### config.mk
export PLATFORM = sky130hd
export DESIGN_NAME = fpu_floor_arb
export DESIGN_NICKNAME = d
export VERILOG_FILES = /design/src/rtl/fpu_floor_arb.sv
export SDC_FILE = /design/constraint.sdc
export NUM_CORES = 1
export LEC_CHECK = 0
export CORE_ASPECT_RATIO = 0.6
export CORE_MARGIN = 2
export CORE_UTILIZATION = 30
export DETAILED_ROUTE_END_ITERATION = 7
export GPL_TIMING_DRIVEN = 0
export PLACE_DENSITY_LB_ADDON = 0.05
export SLEW_MARGIN = 15
export SYNTH_ARGS = -nofsm -noshare
export SYNTH_HDL_FRONTEND = slang
export SYNTH_SLANG_ARGS = --single-unit
### constraint.sdc
create_clock -name clk -period 4.7 [get_ports clk]
set_input_delay 1.41 -clock clk [delete_from_list [all_inputs] [get_ports clk]]
set_output_delay 1.41 -clock clk [all_outputs]
set_load 0.02 [all_outputs]
### src/rtl/fpu_floor_arb.sv
// Round-robin arbiter sharing one combinational floor unit between two requesters.
// Optional perf counters are enabled with FPU_FLOOR_ARB_PERF_EN.
module fpu_floor_arb #(
   parameter int unsigned TAG_W = 4
) (
   input  logic             clk,
   input  logic             rst,
   input  logic             req0_valid,
   output logic             req0_ready,
   input  logic [31:0]      req0_data,
   input  logic [TAG_W-1:0] req0_tag,
   input  logic             req1_valid,
   output logic             req1_ready,
   input  logic [31:0]      req1_data,
   input  logic [TAG_W-1:0] req1_tag,
   output logic [31:0]      unit_s,
   input  logic [31:0]      unit_d,
   output logic             resp_valid,
   input  logic             resp_ready,
   output logic [31:0]      resp_data,
   output logic [TAG_W-1:0] resp_tag,
   output logic             resp_port
`ifdef FPU_FLOOR_ARB_PERF_EN
   ,
   output logic [31:0]      perf_grant0,
   output logic [31:0]      perf_grant1,
   output logic [31:0]      perf_stall
`endif
);

   typedef enum logic [1:0] {StIdle, StCalc, StHold} state_e;

   state_e           state_q, state_d;
   logic             last_q, last_d;
   logic [31:0]      unit_s_q, unit_s_d;
   logic [TAG_W-1:0] tag_q, tag_d;
   logic [31:0]      resp_data_q, resp_data_d;
   logic [TAG_W-1:0] resp_tag_q, resp_tag_d;
   logic             resp_port_q, resp_port_d;
   logic             gnt0, gnt1, fire0, fire1;

   // Grant only in IDLE; on a tie the port that did not win last time goes next.
   always_comb begin
      gnt0 = 1'b0;
      gnt1 = 1'b0;
      if (state_q == StIdle && !rst) begin
         if (req0_valid && req1_valid) begin
            gnt0 = last_q;
            gnt1 = !last_q;
         end else begin
            gnt0 = req0_valid;
            gnt1 = req1_valid;
         end
      end
   end

   assign req0_ready = gnt0;
   assign req1_ready = gnt1;
   assign fire0      = req0_valid && gnt0;
   assign fire1      = req1_valid && gnt1;

   always_comb begin
      state_d     = state_q;
      last_d      = last_q;
      unit_s_d    = unit_s_q;
      tag_d       = tag_q;
      resp_data_d = resp_data_q;
      resp_tag_d  = resp_tag_q;
      resp_port_d = resp_port_q;
      unique case (state_q)
         StIdle: begin
            if (fire0) begin
               unit_s_d    = req0_data;
               tag_d       = req0_tag;
               resp_port_d = 1'b0;
               last_d      = 1'b0;
               state_d     = StCalc;
            end else if (fire1) begin
               unit_s_d    = req1_data;
               tag_d       = req1_tag;
               resp_port_d = 1'b1;
               last_d      = 1'b1;
               state_d     = StCalc;
            end
         end
         StCalc: begin
            resp_data_d = unit_d;
            resp_tag_d  = tag_q;
            state_d     = StHold;
         end
         StHold: begin
            if (resp_ready) state_d = StIdle;
         end
         default: state_d = StIdle;
      endcase
   end

   always_ff @(posedge clk) begin
      if (rst) begin
         state_q     <= StIdle;
         last_q      <= 1'b1;
         unit_s_q    <= '0;
         tag_q       <= '0;
         resp_data_q <= '0;
         resp_tag_q  <= '0;
         resp_port_q <= 1'b0;
      end else begin
         state_q     <= state_d;
         last_q      <= last_d;
         unit_s_q    <= unit_s_d;
         tag_q       <= tag_d;
         resp_data_q <= resp_data_d;
         resp_tag_q  <= resp_tag_d;
         resp_port_q <= resp_port_d;
      end
   end

   assign unit_s     = unit_s_q;
   assign resp_valid = (state_q == StHold);
   assign resp_data  = resp_data_q;
   assign resp_tag   = resp_tag_q;
   assign resp_port  = resp_port_q;

`ifdef FPU_FLOOR_ARB_PERF_EN
   logic [31:0] perf_grant0_q, perf_grant0_d;
   logic [31:0] perf_grant1_q, perf_grant1_d;
   logic [31:0] perf_stall_q, perf_stall_d;

   always_comb begin
      perf_grant0_d = perf_grant0_q + {31'd0, fire0};
      perf_grant1_d = perf_grant1_q + {31'd0, fire1};
      perf_stall_d  = perf_stall_q + {31'd0, resp_valid && !resp_ready};
   end

   always_ff @(posedge clk) begin
      if (rst) begin
         perf_grant0_q <= '0;
         perf_grant1_q <= '0;
         perf_stall_q  <= '0;
      end else begin
         perf_grant0_q <= perf_grant0_d;
         perf_grant1_q <= perf_grant1_d;
         perf_stall_q  <= perf_stall_d;
      end
   end

   assign perf_grant0 = perf_grant0_q;
   assign perf_grant1 = perf_grant1_q;
   assign perf_stall  = perf_stall_q;
`endif

endmodule
==> qor.txt <==
Status -> complete, no violations
CTS buffer count -> 9
Synth Register Bits -> 76
Fmax -> 218.3 MHz
Setup ws final -> 0.1188 ns
WL/cell -> 16.92 um
Adder-Cell Fraction of Synth Area -> 0%
Cell variety after synth -> 26
Fraction of synthesized cell area in xor and xnor cells -> 0%
Syn nets -> 507
TritonRoute pass-1 iters -> 5
Final Core Density -> 49.90%
Hold Crit Class -> flip-flop to flip-flop
Net count, final -> 698
Initial Utilization -> 30.38%
DR DRC count -> 0
Compound-Gate Fraction of Synth Area -> 33.52%
Area of the multi-input gates -> 1800 um2
CP Data Arrival Time -> 3.17 ns
Synth Area in Simple Gates -> 16.08%
PortBufs -> 180
CP Max Fanout -> 10
RD Place Congestion -> 0.7894
I/O pin cnt -> 181
CP dominant cell by count -> clkdlybuf4s50_1
Syn Std Cell Area -> 3617 um2
Largest net degree at the start of global routing -> 15
Clk Latency, worst-skew pair -> 0.34 ns
Crit start category -> input port
Hold depth -> 2
Sw frac -> 29.90%
Die W -> 145.8 um
Share of the synthesized area in the top cell type -> 42.06%
Pre-CTS setup slack -> 0.06834 ns
Seq pwr share -> 36.9%
Hold_buf cts -> 0
Worst reg2reg endpoint -> unit_s[16]$_SDFFE_PP0P_
Design area -> 5942 um2
Final slew viol count -> 0
CP peak stage delay -> 0.61 ns
Gate Count Post-Synth -> 398
Min-delay src -> resp_data[4]$_SDFFE_PP0N_
Worst Max-Slew Pin Slew -> 0.7643 ns
Sequential cell area -> 1521 um2
Number of synthesized flops with an enable pin -> 0
Final period utilization -> 97.47%
Maximum clock insertion buffer count -> 2
Sequential share of the synthesized area -> 42.06%
VDD IR max -> 0.1623 mV
Comb pwr share -> 26.5%
CP required -> 3.29 ns
Internal Dissipation -> 1.383 mW
Min Tclk post-route -> 4.581 ns
CTS tree -> done
Core Region -> 11910 um2
Avg Cell Area, Syn -> 9.088 um2
Min Hold Slack -> 0.4519 ns
Area Overhead vs Synth -> 64.27%
Cells along the critical path -> clkdlybuf4s50_1 > nor3_4 > buf_4 > and3_1 > clkdlybuf4s50_1
Worst r2r path cells -> 5
Final wirelength -> 12840 um
Main combinational cell family by area after synthesis -> compound AO/OA/AOI/OAI gates
First-pass GRT wire length -> 20000 um
Asr flop ratio synth -> 0%
Ys flop type -> dfxtp_1
Top post-synthesis cells by area -> dfxtp_1, o31ai_2, a21oi_1
Cell Pwr Density -> 332.0 nW/um2
Leakage -> 1.996 nW
R2r startpoint -> state_q[0]$_SDFFE_PP0P_
Clock network power share -> 36.7%
Vias per cell -> 5.094
Filler instances -> 1136
Initial drt markers -> 210
Cell Area, Placed -> 5625 um2
Ys Warns -> 0
Worst setup EP type -> primary output
Register clock-pin slew on the reported worst setup and hold paths -> 0.06 ns
Final HPWL DP -> 9418 um
RSZ-0062 raised after global routing -> false
Routed Antenna Nets -> 0
Clock Sinks -> 76
Final-report hold violation count -> 0
Die area -> 12980 um2
Setup TNS -> 0 ns
Rel. slew slack -> 49.05%
Max Cap Viol -> 0
H-tree depth -> 3
FF-to-FF setup slack -> 3.08 ns
Share of cells above drive strength 1 -> 15.82%
CP startpoint -> rst
Vias -> 3866
Critical-path top delay cell -> clkdlybuf4s50_1
GRT Total Usage -> 19.61%
Net Sw Power -> 0.5897 mW
Row Count -> 31
Root Buffer -> clkbuf_16
ANT cells -> 0
Mux contribution to synthesized area -> 0%
Initial antenna violation count -> 0
# setup viols final -> 0
Min-Delay Endpoint -> resp_data[4]$_SDFFE_PP0N_
GR Overflow Total -> 0
Die Height -> 89.06 um
Vias in the first global route -> 3748
CP Class -> input port to primary output
Final Skew -> 0.008370 ns
Largest area contributor in the netlist -> dfxtp_1
## how the worst max path moves through the flow
stage | cells after the start | slack, ns | endpoint
after floorplan | 3 | 1.27 | req1_ready
after global placement | 5 | 0.14 | req1_ready
after detailed placement | 5 | 0.07 | req1_ready
after CTS | 5 | 0.06 | req1_ready
after global routing | 5 | 0.02 | req1_ready
final | 5 | 0.12 | req1_ready
## power groups by stage
stage               Clock (mW)  Combinational [mW]  Sequential, mW
floorplan                    0               0.214           0.794
global placement             0               0.515           0.740
detailed placement           0               0.522           0.740
CTS                      0.745               0.524           0.727
global route             0.770               0.562           0.734
finish                   0.723               0.522           0.727
## cell type report
class	instances	area share [%]
tap	165	3.474
clock inverter	6	1.200
sequential	76	25.61
inverter	3	0.1895
buffer	51	4.885
timing repair buffer	180	30.32
clock buffer	10	4.022
multi-input combinational	268	30.30
## flip-flops by register name, indices dropped and copies added (netlist names)
name / cells
tag_q: 4
unit_s: 32
state_q: 2
resp_data: 32
last_q: 1
resp_tag: 4
resp_port: 1
## cell usage after synthesis (2+ instances only)
cell type	instances
nand4_1	36
buf_2	19
a311oi_1	21
buf_4	2
o31ai_1	6
inv_1	3
buf_1	3
nor2b_1	2
a311oi_2	15
buf_6	9
clkbuf_1	18
a21oi_1	73
o31ai_2	30
nand2b_1	2
nand2_1	73
dfxtp_1	76
## layer usage
layer	part of all wire (%)	routed length [um]	GRT usage, %	vias up
met5	0	0	0	-
met4	1.1	144	5.080	0
met3	7.6	979	6.378	13
met2	42	5438	28.69	148
met1	49	6278	27.82	1829
li1	-	-	-	1876
## logic make-up after synthesis
kind of cell / Yosys count
buf+inv: 54
compound gates: 147
flops: 76
simple gates: 121
## critical path, delay by kind of cell
family / cells / cell delay [ns]
AND/OR/NAND/NOR: 2 / 0.41
buffers and inverters: 3 / 1.34
## placed cells by master (no fill, tap or decap), types with 6 or more instances in the layout
cell type and n:
clkdlybuf4s50_1 180, dfxtp_1 76, nand2_1 73, a21oi_1 73, nand4_1 36, o31ai_2 30
a311oi_1 21, buf_2 19, clkbuf_1 18, a311oi_2 15, buf_6 9, clkbuf_16 9
o31ai_1 6
## per-stage QoR
stage          std cells  power, mW
6_report             759      1.973
5_1_grt              759      2.066
4_1_cts              759      1.996
3_5_place_dp         743      1.263
3_3_place_gp         743      1.255
2_1_floorplan        398      1.008
## what timing repair did
| item | CTS | global route |
|---|---|---|
| gates resized for setup | 0 | 1 |
| setup buffers | 0 | 0 |
| endpoints found under the setup margin | 0 | 2 |
Note: power is estimated with default switching activity, not from simulation.
